**src/rtl/eth_pkg.sv**
```systemverilog
// Shared Ethernet definitions for the GMII frame transmitter and receiver.
// Contents: FSM state encoding (also reported on o_state), framing bytes,
// CRC-32 constants, default length limits, TX data-source select and the
// GMII TX bus bundle.
package eth_pkg;

  // FSM state encoding, shared by frame_transmitter and frame_receiver
  typedef enum logic [2:0] {
    ST_IDLE = 3'd0,
    ST_PRE  = 3'd1,
    ST_SFD  = 3'd2,
    ST_DATA = 3'd3,
    ST_PAD  = 3'd4,
    ST_FCS  = 3'd5,
    ST_IFG  = 3'd6
  } eth_state_e;

  localparam logic [7:0] PREAMBLE_BYTE = 8'h55;
  localparam logic [7:0] SFD_BYTE      = 8'hD5;

  localparam int unsigned PREAMBLE_LEN = 7;
  localparam int unsigned FCS_LEN      = 4;

  // IEEE 802.3 CRC-32 (processed reflected, LSB first)
  localparam logic [31:0] CRC_POLY    = 32'h04C11DB7;
  localparam logic [31:0] CRC_INIT    = 32'hFFFF_FFFF;
  localparam logic [31:0] CRC_RESIDUE = 32'hDEBB_20E3;

  localparam int unsigned ETH_MIN_LEN = 60;
  localparam int unsigned ETH_MAX_LEN = 1514;

  // Source of the byte currently on TXD
  typedef enum logic [1:0] {
    TXD_REG = 2'd0,
    TXD_MEM = 2'd1,
    TXD_FCS = 2'd2
  } txd_sel_e;

  typedef struct packed {
    logic       en;
    logic       er;
    logic [7:0] d;
  } gmii_tx_t;

  // Bit-reverse a 32-bit word (normal-form polynomial to reflected form)
  function automatic logic [31:0] reflect32(input logic [31:0] x);
    logic [31:0] r;
    r = '0;
    for (int i = 0; i < 32; i++) begin
      r[i] = x[31-i];
    end
    return r;
  endfunction

endpackage

```
**src/rtl/crc32_byte.sv**
```systemverilog
// Combinational CRC-32 update by one byte (reflected, LSB first).
// Ports:
//   i_crc   : current CRC register
//   i_data  : next data byte
//   o_crc_c : CRC register after absorbing i_data (combinational)
module crc32_byte
  import eth_pkg::*;
(
  input  logic [31:0] i_crc,
  input  logic [7:0]  i_data,
  output logic [31:0] o_crc_c
);

  localparam logic [31:0] POLY_R = reflect32(CRC_POLY);

  logic [31:0] crc_w;

  // Eight serial shift steps unrolled
  always_comb begin
    crc_w = i_crc ^ {24'h000000, i_data};
    for (int i = 0; i < 8; i++) begin
      crc_w = crc_w[0] ? ((crc_w >> 1) ^ POLY_R) : (crc_w >> 1);
    end
    o_crc_c = crc_w;
  end

endmodule

```
**src/rtl/frame_transmitter.sv**
```systemverilog
// GMII frame transmitter: reads one stored packet from packet memory and
// sends preamble, SFD, data, optional zero pad, CRC-32 FCS, then holds the
// inter-frame gap.
// Build option: FRAME_TX_PAD_EN enables padding of short frames to pMIN_LEN.
// Ports:
//   iclk, i_rst          : clock, synchronous active-high reset
//   i_pkt_rdy, i_pkt_len : packet available and its byte length
//   i_abort              : abort the frame in progress
//   o_rd_en, o_rd_addr   : packet memory read port (data returns next cycle
//                          on i_rd_data)
//   o_pkt_done, o_len_err: packet consumed pulse, length-error qualifier
//   o_tx_en/o_tx_er/o_tx_d : GMII transmit interface
//   o_state              : current FSM state
// Output stage: every output is a flop driven from the state one cycle
// earlier, except o_tx_d, which muxes the registered byte with i_rd_data
// (memory bytes) or the running CRC (FCS bytes).
module frame_transmitter
  import eth_pkg::*;
#(
  parameter int unsigned pADDR_W  = 11,
  parameter int unsigned pMIN_LEN = ETH_MIN_LEN,
  parameter int unsigned pMAX_LEN = ETH_MAX_LEN,
  parameter int unsigned pIFG     = 12
) (
  input  logic               iclk,
  input  logic               i_rst,
  input  logic               i_pkt_rdy,
  input  logic [pADDR_W-1:0] i_pkt_len,
  input  logic               i_abort,
  output logic               o_rd_en,
  output logic [pADDR_W-1:0] o_rd_addr,
  input  logic [7:0]         i_rd_data,
  output logic               o_pkt_done,
  output logic               o_len_err,
  output logic               o_tx_en,
  output logic               o_tx_er,
  output logic [7:0]         o_tx_d,
  output logic [2:0]         o_state
);

`ifdef FRAME_TX_PAD_EN
  localparam bit PAD_EN = 1'b1;
`else
  localparam bit PAD_EN = 1'b0;
`endif

  localparam logic [pADDR_W-1:0] MAX_LEN_W = pADDR_W'(pMAX_LEN);
  localparam logic [pADDR_W-1:0] MIN_LEN_W = pADDR_W'(pMIN_LEN);
  localparam logic [pADDR_W-1:0] MIN_LAST  = pADDR_W'(pMIN_LEN - 1);
  localparam logic [pADDR_W-1:0] PRE_LAST  = pADDR_W'(PREAMBLE_LEN - 1);
  localparam logic [pADDR_W-1:0] FCS_LAST  = pADDR_W'(FCS_LEN - 1);
  // IFG state covers pIFG-1 cycles; the IDLE cycle that follows is the last gap cycle
  localparam logic [pADDR_W-1:0] IFG_LAST  = pADDR_W'(pIFG - 2);
  localparam logic [pADDR_W-1:0] ONE_W     = pADDR_W'(1);

  eth_state_e         state_q, state_d;
  logic [pADDR_W-1:0] cnt_q, cnt_d;
  logic [pADDR_W-1:0] len_q, len_d;

  gmii_tx_t           tx_q, tx_d;
  txd_sel_e           sel_q, sel_d;
  logic               crc_en_q, crc_en_d;
  logic               rd_en_q, rd_en_d;
  logic [pADDR_W-1:0] rd_addr_q, rd_addr_d;
  logic               done_q, done_d;
  logic               len_err_q, len_err_d;
  logic [31:0]        crc_q, crc_d;

  logic        accept;
  logic        len_bad;
  logic        abortable;
  logic        abort_now;
  logic        last_byte;
  logic        pad_applies;
  logic [7:0]  tx_d_c;
  logic [31:0] crc_nxt_c;

  // One cycle after a done pulse i_pkt_rdy may still describe the old packet
  assign accept      = i_pkt_rdy && !done_q;
  assign len_bad     = (i_pkt_len == '0) || (i_pkt_len > MAX_LEN_W);
  assign abortable   = state_q inside {ST_PRE, ST_SFD, ST_DATA, ST_PAD};
  assign abort_now   = i_abort && abortable;
  assign last_byte   = (cnt_q == (len_q - ONE_W));
  assign pad_applies = PAD_EN && (len_q < MIN_LEN_W);

  // State register
  always_ff @(posedge iclk) begin
    if (i_rst) begin
      state_q <= ST_IDLE;
      cnt_q   <= '0;
      len_q   <= '0;
    end else begin
      state_q <= state_d;
      cnt_q   <= cnt_d;
      len_q   <= len_d;
    end
  end

  // Next-state logic
  always_comb begin
    state_d = state_q;
    cnt_d   = cnt_q;
    len_d   = len_q;
    unique case (state_q)
      ST_IDLE: begin
        if (accept && !len_bad) begin
          state_d = ST_PRE;
          cnt_d   = '0;
          len_d   = i_pkt_len;
        end
      end
      ST_PRE: begin
        if (cnt_q == PRE_LAST) begin
          state_d = ST_SFD;
          cnt_d   = '0;
        end else begin
          cnt_d = cnt_q + ONE_W;
        end
      end
      ST_SFD: begin
        state_d = ST_DATA;
        cnt_d   = '0;
      end
      ST_DATA: begin
        if (last_byte) begin
          if (pad_applies) begin
            // pad counter continues the total byte count
            state_d = ST_PAD;
            cnt_d   = len_q;
          end else begin
            state_d = ST_FCS;
            cnt_d   = '0;
          end
        end else begin
          cnt_d = cnt_q + ONE_W;
        end
      end
      ST_PAD: begin
        if (cnt_q == MIN_LAST) begin
          state_d = ST_FCS;
          cnt_d   = '0;
        end else begin
          cnt_d = cnt_q + ONE_W;
        end
      end
      ST_FCS: begin
        if (cnt_q == FCS_LAST) begin
          state_d = ST_IFG;
          cnt_d   = '0;
        end else begin
          cnt_d = cnt_q + ONE_W;
        end
      end
      ST_IFG: begin
        if (cnt_q == IFG_LAST) begin
          state_d = ST_IDLE;
          cnt_d   = '0;
        end else begin
          cnt_d = cnt_q + ONE_W;
        end
      end
      default: begin
        state_d = ST_IDLE;
        cnt_d   = '0;
      end
    endcase
    // Abort overrides the normal transition; the error byte goes out as IFG starts
    if (abort_now) begin
      state_d = ST_IFG;
      cnt_d   = '0;
    end
  end

  // Output logic (registered next cycle)
  always_comb begin
    tx_d      = '0;
    sel_d     = TXD_REG;
    crc_en_d  = 1'b0;
    rd_en_d   = 1'b0;
    rd_addr_d = '0;
    done_d    = 1'b0;
    len_err_d = 1'b0;
    unique case (state_q)
      ST_IDLE: begin
        if (accept && len_bad) begin
          done_d    = 1'b1;
          len_err_d = 1'b1;
        end
      end
      ST_PRE: begin
        tx_d.en = 1'b1;
        tx_d.d  = PREAMBLE_BYTE;
      end
      ST_SFD: begin
        tx_d.en = 1'b1;
        tx_d.d  = SFD_BYTE;
        rd_en_d = 1'b1;
      end
      ST_DATA: begin
        // byte cnt_q arrives from memory while address cnt_q+1 is requested
        tx_d.en  = 1'b1;
        sel_d    = TXD_MEM;
        crc_en_d = 1'b1;
        if (!last_byte) begin
          rd_en_d   = 1'b1;
          rd_addr_d = cnt_q + ONE_W;
        end
      end
      ST_PAD: begin
        tx_d.en  = 1'b1;
        crc_en_d = 1'b1;
      end
      ST_FCS: begin
        tx_d.en = 1'b1;
        sel_d   = TXD_FCS;
      end
      ST_IFG: begin
        done_d = (cnt_q == '0);
      end
      default: begin
        tx_d = '0;
      end
    endcase
    if (abort_now) begin
      tx_d      = '{en: 1'b1, er: 1'b1, d: 8'h00};
      sel_d     = TXD_REG;
      crc_en_d  = 1'b0;
      rd_en_d   = 1'b0;
      rd_addr_d = '0;
    end
  end

  // Byte on TXD: registered constant, memory read data, or next FCS byte
  always_comb begin
    unique case (sel_q)
      TXD_MEM: tx_d_c = i_rd_data;
      TXD_FCS: tx_d_c = ~crc_q[7:0];
      default: tx_d_c = tx_q.d;
    endcase
  end

  crc32_byte u_crc (
    .i_crc   (crc_q),
    .i_data  (tx_d_c),
    .o_crc_c (crc_nxt_c)
  );

  // CRC accumulates data/pad bytes as sent, then shifts out during FCS
  always_comb begin
    crc_d = crc_q;
    if (crc_en_q) begin
      crc_d = crc_nxt_c;
    end else if (sel_q == TXD_FCS) begin
      crc_d = {8'h00, crc_q[31:8]};
    end else if (state_q == ST_IDLE) begin
      crc_d = CRC_INIT;
    end
  end

  // Output and CRC registers
  always_ff @(posedge iclk) begin
    if (i_rst) begin
      tx_q      <= '0;
      sel_q     <= TXD_REG;
      crc_en_q  <= 1'b0;
      rd_en_q   <= 1'b0;
      rd_addr_q <= '0;
      done_q    <= 1'b0;
      len_err_q <= 1'b0;
      crc_q     <= CRC_INIT;
    end else begin
      tx_q      <= tx_d;
      sel_q     <= sel_d;
      crc_en_q  <= crc_en_d;
      rd_en_q   <= rd_en_d;
      rd_addr_q <= rd_addr_d;
      done_q    <= done_d;
      len_err_q <= len_err_d;
      crc_q     <= crc_d;
    end
  end

  assign o_rd_en    = rd_en_q;
  assign o_rd_addr  = rd_addr_q;
  assign o_pkt_done = done_q;
  assign o_len_err  = len_err_q;
  assign o_tx_en    = tx_q.en;
  assign o_tx_er    = tx_q.er;
  assign o_tx_d     = tx_d_c;
  assign o_state    = state_q;

endmodule
```
**config.mk**
```make
export PLATFORM = sky130hd
export DESIGN_NAME = frame_transmitter
export DESIGN_NICKNAME = d
export VERILOG_FILES = /design/src/rtl/eth_pkg.sv /design/src/rtl/crc32_byte.sv /design/src/rtl/frame_transmitter.sv
export SDC_FILE = /design/constraint.sdc
export NUM_CORES = 1
export LEC_CHECK = 0
export ABC_AREA = 1
export ABC_CLOCK_PERIOD_IN_PS = 3680
export CAP_MARGIN = 20
export CORE_MARGIN = 1.5
export CORE_UTILIZATION = 37
export DETAILED_ROUTE_END_ITERATION = 7
export SETUP_SLACK_MARGIN = 0.4
export SYNTH_ARGS = -nofsm -noshare
export SYNTH_HDL_FRONTEND = slang
export SYNTH_SLANG_ARGS = --single-unit
```
**constraint.sdc**
```tcl
create_clock -name iclk -period 3.68 [get_ports iclk]
set_input_delay 1.104 -clock iclk [delete_from_list [all_inputs] [get_ports iclk]]
set_output_delay 1.104 -clock iclk [all_outputs]
set_load 0.1 [all_outputs]
```
==> run summary <==
Yosys
• post-synth top area share: 29.2%
• synthesis-stage register bit count: 78
• mean instance size in the synthesized netlist: 5.95 µm²
• number of enable flip-flop cells after synthesis: 0
• Gate Count Post-Synth: 898
• Net Count, Synth: 927
• biggest area contributors in the synthesized netlist: sky130_fd_sc_hd__dfxtp_1 (29%), sky130_fd_sc_hd__nand2_1 (24%), sky130_fd_sc_hd__inv_1 (8.0%), sky130_fd_sc_hd__nand3_1 (7.1%), sky130_fd_sc_hd__o21ai_0 (5.9%)
• cell area after synthesis: 0.00534 mm²
• fraction of synthesis flops using an asynchronous set or reset pin: 0%
• post-synthesis cell type with the largest combined area: sky130_fd_sc_hd__dfxtp_1
• register area share after synthesis: 29.2%
• count of yosys warnings during synthesis: 0
• leading register cell type out of synthesis: sky130_fd_sc_hd__dfxtp_1
• synth unique cells: 34

Run
• maxcap violations: 0

Placement
• number of I/O port buffers: 49
• instance area at placement: 0.00603 mm²
• worst setup slack after placement: 0.417 ns
• half-perimeter wire length after detailed placement: 11100 µm
• final weighted congestion in routability-driven placement: 0.847

Min path
• Worst Hold Path EP: len_q[1]
• Hold Path Origin: len_q[1]
• worst hold path depth: 2
• kind of path behind the tightest hold check: flip-flop to flip-flop

Layout
• most common library cell in the layout ignoring fill and taps: sky130_fd_sc_hd__nand2_1
• # fillers: 1529
• net count reported at finish: 970
• number of diodes: 0
• final standard cell area without fillers: 0.00634 mm²
• Area Overhead vs Synth: 18.7%
• most frequent cells in the layout: sky130_fd_sc_hd__nand2_1 (340), sky130_fd_sc_hd__inv_1 (112), sky130_fd_sc_hd__dfxtp_1 (78)
• fraction of layout cells with a size suffix above 1: 8.89%

Clock network
• maximum root-to-sink buffer count: 2
• post-cts repair resize count: 0
• quantity of hold-fixing buffers added after cts: 0
• latest clock arrival within the worst-skew pair: 0.34 ns
• clk root buf: sky130_fd_sc_hd__clkbuf_16
• post-CTS setup buffers: 0
• CTS tree: yes
• count of clock tree sinks: 78
• H-Tree Depth: 3
• clock transition at the registers of the reported paths: 0.06 ns
• TritonCTS buffer count: 9

Worst setup path
• data arrival time of the worst path: 2.12 ns
• cells along the critical path: clkdlybuf4s50_1 -> nand2_1 -> nand3_1 -> nand2_1 -> inv_2 -> buf_12
• required time at the endpoint of the critical path: 2.58 ns
• Reg2Reg Launch Point: sel_q[0]
• Max Fanout on Critical Path: 3
• critical path start-end classification: input pin to output port
• FF-to-FF setup slack: 1.00 ns
• CP max stage delay: 0.46 ns
• largest delay contributor family on the critical path: buffers and inverters
• number of cells on the critical path: 6
• most frequent cell on the critical path: sky130_fd_sc_hd__nand2_1
• Critical R2R Capture: crc_q[23]
• Buf/Inv on CP: 3
• Slowest-stage cell, CP: sky130_fd_sc_hd__clkdlybuf4s50_1
• Setup crit end kind: output port
• worst r2r path cells: 16
• Startpoint Class: input pin

Floorplan
• horizontal die dimension: 123 µm
• placeable core area: 0.0140 mm²
• effective utilization at floorplan: 38.2%
• Placement Rows: 43
• DIE HEIGHT: 123 µm
• total I/O pin count: 50
• die footprint: 0.0152 mm²

Power and ir drop
• total leakage power: 3.17 nW
• maximum ir drop on the vdd rail: 0.300 mV
• power per unit of standard cell area: 1000 mW/mm²

Global route
• global-route wire length before repair: 24500 µm
• antenna violations before repair: 0
• number of global-route vias before repair: 4911
• maximum number of pins on one net before global-route repair: 36
• GRT Util Overall: 20.8%
• Remaining Overflow, GRT: 0

Drt
• DR WL/cell: 13.4 µm
• post-DR vias/cell: 4.92
• total DRC errors in the routed layout: 0
• DR iter-0 viols: 261
• count of TritonRoute iterations in the first routing pass: 5
• vias: 5531
• antenna violation net count after detailed routing: 0
• WL final: 15100 µm

Timing
• Worst Tran Pin Value: 0.655 ns
• minimum period implied by the final worst setup slack: 3.23 ns
• final number of setup-violating endpoints: 0
• Tcrit/Tclk final: 87.7%
• Peak Freq: 310 MHz
• worst setup skew after layout: 0.00768 ns
• final-report hold violation count: 0
• Slew HR: 56.3%
• aggregate negative setup slack: 0 ns
• max-slew violations: 0
• worst setup slack after layout: 0.451 ns
• RSZ-0062 raised after global routing: true

Outcome
• result of the run: complete, no violations

[synth_stat cells, types with 4 or more instances]
library cell               instances
sky130_fd_sc_hd__a21oi_1          42
sky130_fd_sc_hd__buf_2             6
sky130_fd_sc_hd__buf_4             5
sky130_fd_sc_hd__clkbuf_1         11
sky130_fd_sc_hd__dfxtp_1          78
sky130_fd_sc_hd__ha_1              6
sky130_fd_sc_hd__inv_1           114
sky130_fd_sc_hd__inv_2             7
sky130_fd_sc_hd__nand2_1         340
sky130_fd_sc_hd__nand2_2           8
sky130_fd_sc_hd__nand2_4           4
sky130_fd_sc_hd__nand3_1          76
sky130_fd_sc_hd__nand4_1           7
sky130_fd_sc_hd__nor2_1           66
sky130_fd_sc_hd__nor3_1            8
sky130_fd_sc_hd__o211ai_1          7
sky130_fd_sc_hd__o21ai_0          63
sky130_fd_sc_hd__xor2_1           22
sky130_fd_sc_hd__xor2_4            4
[through the flow]
step | hold WS, ns | cells | total power [mW] | util [%]
floorplan | 0.448 | 898 | 4.40 | -
global placement | 0.472 | 1110 | 5.34 | 43.1
detailed placement | 0.475 | 1110 | 5.37 | 43.1
CTS | 0.484 | 1125 | 6.34 | 45.3
global route | 0.507 | 1125 | 6.92 | 45.3
finish | 0.485 | 1125 | 6.34 | 45.3
[metal layers]
metal / wire length [µm] / up-vias / GRT usage (%)
li1: - / 2885 / -
met1: 7170 / 2494 / 26.8
met2: 6930 / 132 / 34.4
met3: 728 / 20 / 4.34
met4: 257 / 0 / 7.40
met5: 0 / - / 0
[worst register-to-register path, stage by stage (launching register included)]
cell                      delay (ns)
sky130_fd_sc_hd__dfxtp_1        0.31
sky130_fd_sc_hd__inv_1          0.05
sky130_fd_sc_hd__ha_1           0.49
sky130_fd_sc_hd__nand2_1        0.16
sky130_fd_sc_hd__a21oi_2        0.25
sky130_fd_sc_hd__nand2_1        0.07
sky130_fd_sc_hd__nand2_1        0.39
sky130_fd_sc_hd__nand2_1        0.13
sky130_fd_sc_hd__nand2_1        0.18
sky130_fd_sc_hd__nand2_1        0.07
sky130_fd_sc_hd__nand2_1        0.10
sky130_fd_sc_hd__nand2_2        0.10
sky130_fd_sc_hd__inv_2          0.08
sky130_fd_sc_hd__nand2_1        0.05
sky130_fd_sc_hd__nand3_1        0.08
sky130_fd_sc_hd__nand2_1        0.06
sky130_fd_sc_hd__nand2_1        0.05
[kinds of logic (layout without fill, tap and decap cells)]
group,after synthesis,count (layout),synth area share [%]
adder cells (fa/ha/maj),6,6,1.40
flip-flops,78,78,29.2
buffers and inverters,147,194,10.8
AND/OR/NAND/NOR,521,521,40.8
AO/OA/AOI/OAI,117,117,11.4
XOR/XNOR,29,29,6.30
[flip-flops by register name (all words and copies together), names as in the netlist]
signal / flops
cnt_q: 11
tx_q: 2
o_tx_er: 1
sel_q: 2
o_state: 3
crc_q: 32
len_q: 11
o_pkt_done: 1
o_rd_en: 1
o_tx_en: 1
o_len_err: 1
crc_en_q: 1
o_rd_addr: 11
[cell type report]
cell class                      instances  area [µm²]  area share, %
Timing Repair Buffer                   55         568           8.96
Clock inverter                          4        72.6           1.14
Clock buffer                           11         233           3.67
Inverter                              124         465           7.34
Tap cell                              180         225           3.55
Multi-Input combinational cell        673        3220           50.7
Sequential cell                        78        1560           24.6
[how the worst max path moves through the flow]
stage            startpoint        end
2_1_floorplan  i_rd_data[5]  crc_q[19]
3_3_place_gp   i_rd_data[6]  o_tx_d[6]
3_5_place_dp   i_rd_data[1]  crc_q[20]
4_1_cts        i_rd_data[6]  o_tx_d[6]
5_1_grt        i_rd_data[6]  o_tx_d[6]
6_report       i_rd_data[6]  o_tx_d[6]
[power by group]
part | switching, mW | internal, mW | leakage, nW
clock | 0.351 | 0.589 | 0.146
combinational | 2.83 | 1.26 | 2.38
sequential | 0.217 | 1.09 | 0.639
total | 3.40 | 2.94 | 3.17
(Power assumes the default switching activity.)
